[config.mk]
export PLATFORM = sky130hd
export DESIGN_NAME = coord_project_pipe_flat
export DESIGN_NICKNAME = d
export VERILOG_FILES = /design/src/rtl/coord_project_pipe_if.sv /design/src/rtl/coord_project_pipe.sv /design/src/flat_wrapper.sv
export SDC_FILE = /design/constraint.sdc
export NUM_CORES = 2
export LEC_CHECK = 0
export ABC_CLOCK_PERIOD_IN_PS = 19400
export CORE_MARGIN = 8
export CORE_UTILIZATION = 60
export DETAILED_ROUTE_END_ITERATION = 8
export HOLD_SLACK_MARGIN = 0.06
export PLACE_DENSITY_LB_ADDON = 0.3
export SLEW_MARGIN = 20
export SYNTH_ARGS = -nofsm -noshare
export SYNTH_HDL_FRONTEND = slang
export SYNTH_SLANG_ARGS = --single-unit
[constraint.sdc]
create_clock -name clk -period 19.4 [get_ports clk]
set_input_delay 3.88 -clock clk [delete_from_list [all_inputs] [get_ports clk]]
set_output_delay 3.88 -clock clk [all_outputs]
set_load 0.02 [all_outputs]
[src/rtl/coord_project_pipe_if.sv]
// Handshake and configuration bundle for coord_project_pipe.
// The master side feeds samples, writes intrinsics and accepts results.
// The slave side is the projection block.
interface coord_project_pipe_if #(
    parameter int IN_W  = 32,
    parameter int Z_W   = 16,
    parameter int K_W   = 10,
    parameter int OUT_W = 16
) ();
    logic                    cfg_we;
    logic [1:0]              cfg_addr;
    logic [K_W-1:0]          cfg_wdata;

    logic                    in_valid;
    logic                    in_ready;
    logic signed [IN_W-1:0]  x;
    logic signed [IN_W-1:0]  y;
    logic signed [Z_W-1:0]   z;

    logic                    out_valid;
    logic                    out_ready;
    logic [OUT_W-1:0]        u;
    logic [OUT_W-1:0]        v;
    logic                    out_zinv;
    logic                    out_clip;

    modport master (
        output cfg_we, cfg_addr, cfg_wdata,
        output in_valid, x, y, z,
        output out_ready,
        input  in_ready, out_valid, u, v, out_zinv, out_clip
    );

    modport slave (
        input  cfg_we, cfg_addr, cfg_wdata,
        input  in_valid, x, y, z,
        input  out_ready,
        output in_ready, out_valid, u, v, out_zinv, out_clip
    );
endinterface

[src/rtl/coord_project_pipe.sv]
// Pinhole projection of a camera-frame point (x,y,z) to pixel (u,v).
// One sample in flight: multiply by intrinsics, divide by z with a pair of
// bit-serial restoring dividers, scale to display resolution, clip to image.
module coord_project_pipe #(
    parameter int IN_W      = 32,
    parameter int Z_W       = 16,
    parameter int K_W       = 10,
    parameter int OUT_W     = 16,
    parameter int IMG_W     = 640,
    parameter int IMG_H     = 480,
    parameter int SCALE_NUM = 337,
    parameter int SCALE_SH  = 8
) (
    input  logic                clk,
    input  logic                rst,
    coord_project_pipe_if.slave bus
);
    // Quotient magnitude width, signed numerator width, scaled-product width.
    localparam int NW  = IN_W + K_W + 1;
    localparam int PW  = NW + 1;
    localparam int SNW = $clog2(SCALE_NUM + 1) + 1;
    localparam int SW  = PW + SNW;
    localparam int CW  = $clog2(NW);

    localparam logic [K_W-1:0]       FX_DEF = K_W'(437);
    localparam logic [K_W-1:0]       FY_DEF = K_W'(330);
    localparam logic [K_W-1:0]       CX_DEF = K_W'(242);
    localparam logic [K_W-1:0]       CY_DEF = K_W'(145);
    localparam logic signed [SW-1:0] U_MAX  = SW'(IMG_W - 1);
    localparam logic signed [SW-1:0] V_MAX  = SW'(IMG_H - 1);
    localparam logic signed [SW-1:0] SCALE  = SW'(SCALE_NUM);
    localparam logic [CW-1:0]        LAST   = CW'(NW - 1);

    typedef enum logic [2:0] {
        S_IDLE,
        S_MUL,
        S_DIV,
        S_POST,
        S_OUT
    } state_t;

    state_t state, state_n;

    // Runtime intrinsics and their per-sample snapshot.
    logic [K_W-1:0] fx, fy, cx, cy;
    logic [K_W-1:0] fx_s, fy_s, cx_s, cy_s;

    logic signed [IN_W-1:0] x_r, y_r;
    logic signed [Z_W-1:0]  z_r;
    logic                   z_le0;

    // Divider state: num holds the dividend and fills with quotient bits.
    logic [NW-1:0]  num_u, num_v;
    logic [Z_W-2:0] rem_u, rem_v;
    logic [Z_W-2:0] dvs;
    logic           neg_u, neg_v;
    logic [CW-1:0]  cnt;

    logic                 post_ph;
    logic                 zinv_r;
    logic signed [SW-1:0] su, sv;

    logic [OUT_W-1:0] u_r, v_r;
    logic             zinv_o, clip_o;

    // Combinational datapath nets.
    logic signed [PW-1:0] nu, nv;
    logic [NW-1:0]        nu_abs, nv_abs;
    logic [Z_W-1:0]       ru_sh, rv_sh;
    logic                 ge_u, ge_v;
    logic [Z_W-2:0]       rem_un, rem_vn;
    logic signed [PW-1:0] qu, qv;
    logic signed [SW-1:0] su_n, sv_n;
    logic [OUT_W-1:0]     u_n, v_n;
    logic                 cu, cv;

    assign z_le0 = z_r[Z_W-1] || (z_r == '0);

    // Projected numerators from the snapshotted intrinsics, plus magnitudes.
    always_comb begin
        nu = $signed({{(PW-K_W){1'b0}}, fx_s}) * $signed({{(PW-IN_W){x_r[IN_W-1]}}, x_r})
           + $signed({{(PW-K_W){1'b0}}, cx_s}) * $signed({{(PW-Z_W){z_r[Z_W-1]}}, z_r});
        nv = $signed({{(PW-K_W){1'b0}}, fy_s}) * $signed({{(PW-IN_W){y_r[IN_W-1]}}, y_r})
           + $signed({{(PW-K_W){1'b0}}, cy_s}) * $signed({{(PW-Z_W){z_r[Z_W-1]}}, z_r});
        nu_abs = nu[PW-1] ? (~nu[NW-1:0] + 1'b1) : nu[NW-1:0];
        nv_abs = nv[PW-1] ? (~nv[NW-1:0] + 1'b1) : nv[NW-1:0];
    end

    // One restoring-division step for each of the two dividers.
    // The remainder stays below the divisor, so the low bits of the
    // difference are exact and the top bit is only needed for the compare.
    always_comb begin
        ru_sh  = {rem_u, num_u[NW-1]};
        rv_sh  = {rem_v, num_v[NW-1]};
        ge_u   = (ru_sh >= {1'b0, dvs});
        ge_v   = (rv_sh >= {1'b0, dvs});
        rem_un = ge_u ? (ru_sh[Z_W-2:0] - dvs) : ru_sh[Z_W-2:0];
        rem_vn = ge_v ? (rv_sh[Z_W-2:0] - dvs) : rv_sh[Z_W-2:0];
    end

    // Signed quotients and fixed-point scale (arithmetic shift floors).
    always_comb begin
        qu   = neg_u ? -$signed({1'b0, num_u}) : $signed({1'b0, num_u});
        qv   = neg_v ? -$signed({1'b0, num_v}) : $signed({1'b0, num_v});
        su_n = (SW'(qu) * SCALE) >>> SCALE_SH;
        sv_n = (SW'(qv) * SCALE) >>> SCALE_SH;
    end

    // Clamp scaled coordinates to the image and flag any saturation.
    always_comb begin
        u_n = su[OUT_W-1:0];
        cu  = 1'b0;
        if (su[SW-1]) begin
            u_n = '0;
            cu  = 1'b1;
        end else if (su > U_MAX) begin
            u_n = OUT_W'(IMG_W - 1);
            cu  = 1'b1;
        end
        v_n = sv[OUT_W-1:0];
        cv  = 1'b0;
        if (sv[SW-1]) begin
            v_n = '0;
            cv  = 1'b1;
        end else if (sv > V_MAX) begin
            v_n = OUT_W'(IMG_H - 1);
            cv  = 1'b1;
        end
    end

    // State register.
    always_ff @(posedge clk or posedge rst) begin
        if (rst) begin
            state <= S_IDLE;
        end else begin
            state <= state_n;
        end
    end

    // Next-state sequencing; POST spends two cycles (scale, then clamp).
    always_comb begin
        state_n = state;
        case (state)
            S_IDLE: if (bus.in_valid) state_n = S_MUL;
            S_MUL:  state_n = z_le0 ? S_POST : S_DIV;
            S_DIV:  if (cnt == LAST) state_n = S_POST;
            S_POST: if (post_ph) state_n = S_OUT;
            S_OUT:  if (bus.out_ready) state_n = S_IDLE;
            default: state_n = S_IDLE;
        endcase
    end

    // Intrinsic registers and the per-sample datapath.
    always_ff @(posedge clk or posedge rst) begin
        if (rst) begin
            fx      <= FX_DEF;
            fy      <= FY_DEF;
            cx      <= CX_DEF;
            cy      <= CY_DEF;
            fx_s    <= '0;
            fy_s    <= '0;
            cx_s    <= '0;
            cy_s    <= '0;
            x_r     <= '0;
            y_r     <= '0;
            z_r     <= '0;
            num_u   <= '0;
            num_v   <= '0;
            rem_u   <= '0;
            rem_v   <= '0;
            dvs     <= '0;
            neg_u   <= 1'b0;
            neg_v   <= 1'b0;
            cnt     <= '0;
            post_ph <= 1'b0;
            zinv_r  <= 1'b0;
            su      <= '0;
            sv      <= '0;
            u_r     <= '0;
            v_r     <= '0;
            zinv_o  <= 1'b0;
            clip_o  <= 1'b0;
        end else begin
            if (bus.cfg_we) begin
                case (bus.cfg_addr)
                    2'd0:    fx <= bus.cfg_wdata;
                    2'd1:    fy <= bus.cfg_wdata;
                    2'd2:    cx <= bus.cfg_wdata;
                    default: cy <= bus.cfg_wdata;
                endcase
            end
            case (state)
                S_IDLE: begin
                    if (bus.in_valid) begin
                        x_r  <= bus.x;
                        y_r  <= bus.y;
                        z_r  <= bus.z;
                        fx_s <= fx;
                        fy_s <= fy;
                        cx_s <= cx;
                        cy_s <= cy;
                    end
                end
                S_MUL: begin
                    num_u  <= nu_abs;
                    num_v  <= nv_abs;
                    neg_u  <= nu[PW-1];
                    neg_v  <= nv[PW-1];
                    rem_u  <= '0;
                    rem_v  <= '0;
                    dvs    <= z_r[Z_W-2:0];
                    cnt    <= '0;
                    zinv_r <= z_le0;
                end
                S_DIV: begin
                    num_u <= {num_u[NW-2:0], ge_u};
                    num_v <= {num_v[NW-2:0], ge_v};
                    rem_u <= rem_un;
                    rem_v <= rem_vn;
                    cnt   <= cnt + 1'b1;
                end
                S_POST: begin
                    post_ph <= ~post_ph;
                    if (!post_ph) begin
                        su <= zinv_r ? '0 : su_n;
                        sv <= zinv_r ? '0 : sv_n;
                    end else begin
                        u_r    <= u_n;
                        v_r    <= v_n;
                        clip_o <= zinv_r ? 1'b0 : (cu | cv);
                        zinv_o <= zinv_r;
                    end
                end
                default: ;
            endcase
        end
    end

    assign bus.in_ready  = (state == S_IDLE);
    assign bus.out_valid = (state == S_OUT);
    assign bus.u         = u_r;
    assign bus.v         = v_r;
    assign bus.out_zinv  = zinv_o;
    assign bus.out_clip  = clip_o;
endmodule

[src/flat_wrapper.sv]
// flat-port wrapper written by rule: the top's interface ports become plain ports
module coord_project_pipe_flat 
#(
    parameter int IN_W      = 32,
    parameter int Z_W       = 16,
    parameter int K_W       = 10,
    parameter int OUT_W     = 16,
    parameter int IMG_W     = 640,
    parameter int IMG_H     = 480,
    parameter int SCALE_NUM = 337,
    parameter int SCALE_SH  = 8
)
  (clk, rst, bus_cfg_we, bus_cfg_addr, bus_cfg_wdata, bus_in_valid, bus_x, bus_y, bus_z, bus_out_ready, bus_in_ready, bus_out_valid, bus_u, bus_v, bus_out_zinv, bus_out_clip);
  coord_project_pipe_if #(.IN_W(IN_W), .Z_W(Z_W), .K_W(K_W), .OUT_W(OUT_W)) bus_i ();
  input  logic clk;
  input  logic rst;
  input wire logic [$bits(bus_i.cfg_we)-1:0] bus_cfg_we;
  input wire logic [$bits(bus_i.cfg_addr)-1:0] bus_cfg_addr;
  input wire logic [$bits(bus_i.cfg_wdata)-1:0] bus_cfg_wdata;
  input wire logic [$bits(bus_i.in_valid)-1:0] bus_in_valid;
  input wire logic [$bits(bus_i.x)-1:0] bus_x;
  input wire logic [$bits(bus_i.y)-1:0] bus_y;
  input wire logic [$bits(bus_i.z)-1:0] bus_z;
  input wire logic [$bits(bus_i.out_ready)-1:0] bus_out_ready;
  output wire logic [$bits(bus_i.in_ready)-1:0] bus_in_ready;
  output wire logic [$bits(bus_i.out_valid)-1:0] bus_out_valid;
  output wire logic [$bits(bus_i.u)-1:0] bus_u;
  output wire logic [$bits(bus_i.v)-1:0] bus_v;
  output wire logic [$bits(bus_i.out_zinv)-1:0] bus_out_zinv;
  output wire logic [$bits(bus_i.out_clip)-1:0] bus_out_clip;
  assign bus_i.cfg_we = bus_cfg_we;
  assign bus_i.cfg_addr = bus_cfg_addr;
  assign bus_i.cfg_wdata = bus_cfg_wdata;
  assign bus_i.in_valid = bus_in_valid;
  assign bus_i.x = bus_x;
  assign bus_i.y = bus_y;
  assign bus_i.z = bus_z;
  assign bus_i.out_ready = bus_out_ready;
  assign bus_in_ready = bus_i.in_ready;
  assign bus_out_valid = bus_i.out_valid;
  assign bus_u = bus_i.u;
  assign bus_v = bus_i.v;
  assign bus_out_zinv = bus_i.out_zinv;
  assign bus_out_clip = bus_i.out_clip;
  coord_project_pipe #(.IN_W(IN_W), .Z_W(Z_W), .K_W(K_W), .OUT_W(OUT_W), .IMG_W(IMG_W), .IMG_H(IMG_H), .SCALE_NUM(SCALE_NUM), .SCALE_SH(SCALE_SH)) u_core (.clk(clk), .rst(rst), .bus(bus_i));
endmodule
---- Yosys cells after proc, flatten, opt, wreduce, memory -nomap -nowiden ----
Cells that the tools add are included.
operators by class
  multiply operators ...................... 6
  $lt $le $gt $ge ......................... 4
  multiplexer cells ....................... 28
  $add $sub $neg .......................... 9
  equal/unequal tests ..................... 11
  reduce and logical (&&, ||, !) cells .... 14
  bitwise operators ....................... 5
operator list
  operator                  number
  $pmux W43 S2              2
  $mul A44 B10 Y54 const B  2
  $mux W54                  2
  $add A44 B44 Y44          2
  $mux W44                  2
  $neg A43 Y44              2
  $add A43 B1 Y43 const B   2
  $mul A11 B32 Y43          2
  $mux W43                  2
  $not A43 Y43              2
  $mux W16                  4
  $pmux W15 S2              2
  $gt A54 B10 Y1 const B    1
  $gt A54 B11 Y1 const B    1
  $mul A11 B16 Y27          2
  $ge A16 B15 Y1            2
  $mux W15                  2
  $sub A15 B15 Y15          2
  $logic_not A16 Y1         1
  $pmux W3 S5               1
  $reduce_and A2 Y1         7
  $mux W3                   4
  $pmux W6 S2               1
  $add A6 B1 Y6 const B     1
  17 further kinds          26
storage, ports and cells
  input port bits ......................... 97
  word-level logic and storage cells ...... 105
  register bits ........................... 446

---- Depth between registers and ports, before layout ----
  word-level depth ........................ 6
  depth in mapped cells ................... 45
  gate-level depth less buffers ........... 43

---- Worst setup path before layout ----
Ideal clock, no wire load.
  path type ............................... register to register
  start point ............................. register u_core.cy_s[3]
  end point ............................... register u_core.num_v[40]
  period minus slack after synthesis ...... 8.856 ns
  arrival time ............................ 8.726 ns
  path slack .............................. 10.544 ns
  path buffers ............................ 2
  library setup time ...................... 0.130 ns
  stages on the path, launching flop included .. 40
  cells stage by stage .................... dfrtp_1 -> clkbuf_1 -> clkbuf_1 -> nand2_1 -> fa_1 -> fa_1 -> fa_1 -> inv_1 -> fa_1 -> inv_1 -> fa_1 -> inv_1 -> ha_1 -> inv_1 -> o21bai_1 -> a21oi_1 -> o21bai_1 -> a21oi_1 -> (+4 left out) -> a21oi_1 -> xnor2_1 -> ha_1 -> a21o_1 -> a21o_1 -> a221o_1 -> o31a_1 -> o31ai_1 -> and2_1 -> o21ai_0 -> a211oi_1 -> o211ai_1 -> a2111oi_1 -> and4b_1 -> nor4b_1 -> nor2_1 -> xnor2_1 -> o21ai_1
on the way
  word-level cells in the longest chain between the ends .. 6
ends and longest elaborated chain
  what                    RTL line                   text
  from (decl)             coord_project_pipe.sv:46   logic [K_W-1:0] fx_s, fy_s, cx_s, cy_s;
  from (signal assigned)  coord_project_pipe.sv:201  cy_s <= cy;
  $mul A11 B16 Y27 *      coord_project_pipe.sv:84   + $signed({{(PW-K_W){1'b0}}, cy_s}) * $signed({{(PW-Z_W){z_r[Z_W-1]}}, z_r});
  $add A44 B44 Y44 *      coord_project_pipe.sv:84
  $not A43 Y43            coord_project_pipe.sv:86   nv_abs = nv[PW-1] ? (~nv[NW-1:0] + 1'b1) : nv[NW-1:0];
  $add A43 B1 Y43         coord_project_pipe.sv:86
  $mux W43 *              coord_project_pipe.sv:86
  $pmux W43 S2 *          coord_project_pipe.sv:192  case (state)
  to (signal assigned)    coord_project_pipe.sv:206  num_v <= nv_abs;
  to (signal assigned)    coord_project_pipe.sv:217  num_v <= {num_v[NW-2:0], ge_v};
  to (decl)               coord_project_pipe.sv:53   logic [NW-1:0] num_u, num_v;
Mark *: on every way between the ends. The rest lies on a longest branch, timed or not.
A chain may end at the register's enable or synchronous reset.

---- Worst setup path in the final report ----
  start point ............................. register u_core.fx_s[6]
  end point ............................... register u_core.num_u[35]
on the way
  word-level cells in the longest chain between the ends .. 6
ends and longest elaborated chain
  what                    RTL line                   text
  from (decl)             coord_project_pipe.sv:46
  from (signal assigned)  coord_project_pipe.sv:160  fx_s <= '0;
  from (signal assigned)  coord_project_pipe.sv:198  fx_s <= fx;
  $mul A11 B32 Y43 *      coord_project_pipe.sv:81   nu = $signed({{(PW-K_W){1'b0}}, fx_s}) * $signed({{(PW-IN_W){x_r[IN_W-1]}}, x_r})
  $add A44 B44 Y44 *      coord_project_pipe.sv:82   + $signed({{(PW-K_W){1'b0}}, cx_s}) * $signed({{(PW-Z_W){z_r[Z_W-1]}}, z_r});
  $not A43 Y43            coord_project_pipe.sv:85   nu_abs = nu[PW-1] ? (~nu[NW-1:0] + 1'b1) : nu[NW-1:0];
  $add A43 B1 Y43         coord_project_pipe.sv:85
  $mux W43 *              coord_project_pipe.sv:85
  $pmux W43 S2 *          coord_project_pipe.sv:192
  to (signal assigned)    coord_project_pipe.sv:205  num_u <= nu_abs;
  to (signal assigned)    coord_project_pipe.sv:216  num_u <= {num_u[NW-2:0], ge_u};
  to (decl)               coord_project_pipe.sv:53
Marked as above.

==> flow_summary.toml <==
[route]
first_pass_iters = 5
drc = 0
via_count = 55081
vias_per_cell = 5.62
ant_nets = 0
dr.first_iter.drc_count = 4353
wl_mm = 166
wl_per_cell_um = 16.9

[cts]
cts.path.max_buffers = 3
cts_buffers = 50
h-tree-depth = 2
clkLatencyLatePin_ps = 670
post-cts-setup-buffers = 0
cts_tree = "done"
ctsHoldBuffers = 0
cts_root_buffer = "clkbuf_16"
cts.repair.resized = 0
cts.sinks = 430
path_clk_slew_ps = 60

[place]
dp_hpwl_mm = 135
post-place-cells = 9715
routabilityCongestion = 0.899
numPortBuffers = 132

[synthesis]
synth-seq-cells = 430
synth_edf_count = 0
synth_top_flop_cell = "dfrtp_1"
netlist_area_um2 = 73000
synth_area_per_cell_um2 = 8.84
yosysSeqAreaShare = 0.148
async_reset_ff_frac = 1.00
syn_inst = 8252
synth_fp_nets = 10133
yosysUniqueCellTypes = 104
ys_warn_count = 0

[final_layout]
utilization = 0.636
syn_to_final_growth_pct = 5.76
drive_above_1_share = 0.0446
n_antenna_cell = 0
final_cells = 9805
layout_commonest_cell = "inv_1"
nets = 10023
final_cell_mix = "1773 x inv_1, 1010 x fa_1, 849 x nand2_1, 774 x ha_1, 474 x and2_1"
fill_cells = 10079

[global_route]
first_global_vias = 56370
track_usage = 0.251
grt_max_degree = 153
antenna_found_initial = 4
grt_pass1_wl_mm = 279
overflow = 0

[critical_path]
slowest_stage = "dfrtp_1"
critPathMostFrequentCell = "fa_1"
cp-end-kind = "register"
cp.arrival_ps = 10610
worst-path-max-fanout = 33
start_kind = "register"
cp_num_buf_inv = 4
critical_path.top_delay_family = "compound AO/OA/AOI/OAI gates"
worstSetupPathType = "register to register"
crit_required_ps = 19920
critPathMaxStageDelay_ps = 1130

[die]
dieArea_um2 = 133000
dieWidth_um = 365
start_util = 0.602
core_um2 = 121000
fp.dieH_um = 365
ios = 133
rows = 128

[timing]
setup_viol = 0
skew_ps = 42.4
fin_crit_ps = 10090
slew_headroom = 0.206
hold_violations = 0
finalCritPeriodShare = 0.520
max_freq_ghz = 0.0991
rsz0062_at_grt = "false"
fin_tns_setup_ps = 0
drv_slew = 0
worstMarginPinSlew_ps = 1190

[flow_run]
max-cap-violations = 0

[run_status]
status = "finished clean"

[min_path]
hp-class = "register to register"
## sequential cells by signal, indices dropped and copies added, names as in the netlist, 15 cells and up
signal        flops
u_core.sv        46
u_core.rem_v     15
u_core.bus.u     16
u_core.y_r       32
u_core.bus.v     16
u_core.rem_u     15
u_core.num_u     43
u_core.num_v     43
u_core.su        46
u_core.z_r       16
u_core.x_r       32
u_core.dvs       15
## per-layer routing
metal,part of all wire,vias to the layer above,wire length (µm),global-route usage
li1,-,25859,-,-
met1,0.48,27381,78700,0.376
met2,0.44,1652,73600,0.395
met3,0.067,183,11000,0.0356
met4,0.014,6,2270,0.0422
met5,0.00025,-,41,0
## layout make-up
type	count	area (µm²)	area share
inverter	1777	6680	0.0865
tap	1625	2030	0.0264
sequential	430	10800	0.140
clock buffer	69	1380	0.0179
multi-input combinational	5720	54300	0.704
clock inverter	21	395	0.00512
timing repair buffer	163	1570	0.0203
## Yosys cell counts (15+ instances only)
cell type | count | area share
a21oi_1 | 296 | 0.020
o31ai_1 | 66 | 0.0068
o211ai_1 | 18 | 0.0019
a211oi_1 | 36 | 0.0037
nand4_1 | 35 | 0.0030
mux2i_1 | 25 | 0.0034
nand3_1 | 55 | 0.0038
nor4_1 | 44 | 0.0038
nor3_1 | 54 | 0.0037
xnor2_1 | 324 | 0.039
or3_1 | 33 | 0.0028
dfstp_2 | 18 | 0.0065
dfrtp_1 | 412 | 0.14
a31oi_1 | 32 | 0.0027
buf_2 | 15 | 0.0010
o21bai_1 | 53 | 0.0055
xor2_1 | 154 | 0.018
nor2_1 | 218 | 0.011
inv_1 | 1774 | 0.091
nand2b_1 | 40 | 0.0034
clkbuf_1 | 297 | 0.015
nor2b_1 | 35 | 0.0030
fa_1 | 1010 | 0.28
o21ai_0 | 372 | 0.026
and3_1 | 29 | 0.0025
mux2_2 | 163 | 0.025
nand2_1 | 850 | 0.044
a22oi_1 | 86 | 0.0089
o41ai_1 | 17 | 0.0020
a21o_1 | 117 | 0.012
o21ai_1 | 17 | 0.0012
and2_1 | 475 | 0.041
ha_1 | 774 | 0.13
o21a_1 | 44 | 0.0045
## cells by family (layout without fill, tap and decap cells)
family          after synthesis  after routing  synth area share
compound gates             1308           1308             0.115
simple gates               1958           1958             0.132
xor+xnor                    480            480            0.0580
fa+ha+maj                  1786           1786             0.410
flops                       430            430             0.148
buf+inv                    2102           2030             0.109
mux                         188            188            0.0286
## metrics by stage
stage               area (µm²)  hold WS (ps)  setup WS (ps)
global placement         75300           459           9540
global route             77200           496           8720
floorplan                73000           449           3570
detailed placement       75300           465           9240
CTS                      77100           472           9170
finish                   77200           470           9310
## worst min-delay path: cells and delay by family, from the launching register on
family / cells / cell delay (ps)
AO/OA/AOI/OAI: 1 / 50
AND/OR/NAND/NOR: 1 / 50
flip-flops: 1 / 340
## worst paths after layout
check,startpoint,endpoint,slack (ps),cells past startpoint
max in group asynchronous,rst,u_core.fx_s[4]$_DFFE_PP0P_,12750,5
max,u_core.fx_s[6]$_DFFE_PP0P_,u_core.num_u[35]$_DFFE_PP0P_,9310,36
max reg2reg,u_core.fx_s[6]$_DFFE_PP0P_,u_core.num_u[35]$_DFFE_PP0P_,9310,36
min in group asynchronous,rst,u_core.sv[40]$_DFFE_PP0P_,3720,2
min,u_core.bus.v[1]$_DFFE_PP0P_,u_core.bus.v[1]$_DFFE_PP0P_,470,2
min reg2reg,u_core.bus.v[1]$_DFFE_PP0P_,u_core.bus.v[1]$_DFFE_PP0P_,470,2
Power is left out: the tool's default activity adds up to more than one toggle a clock period on the data nets, which glitch-free logic cannot reach.
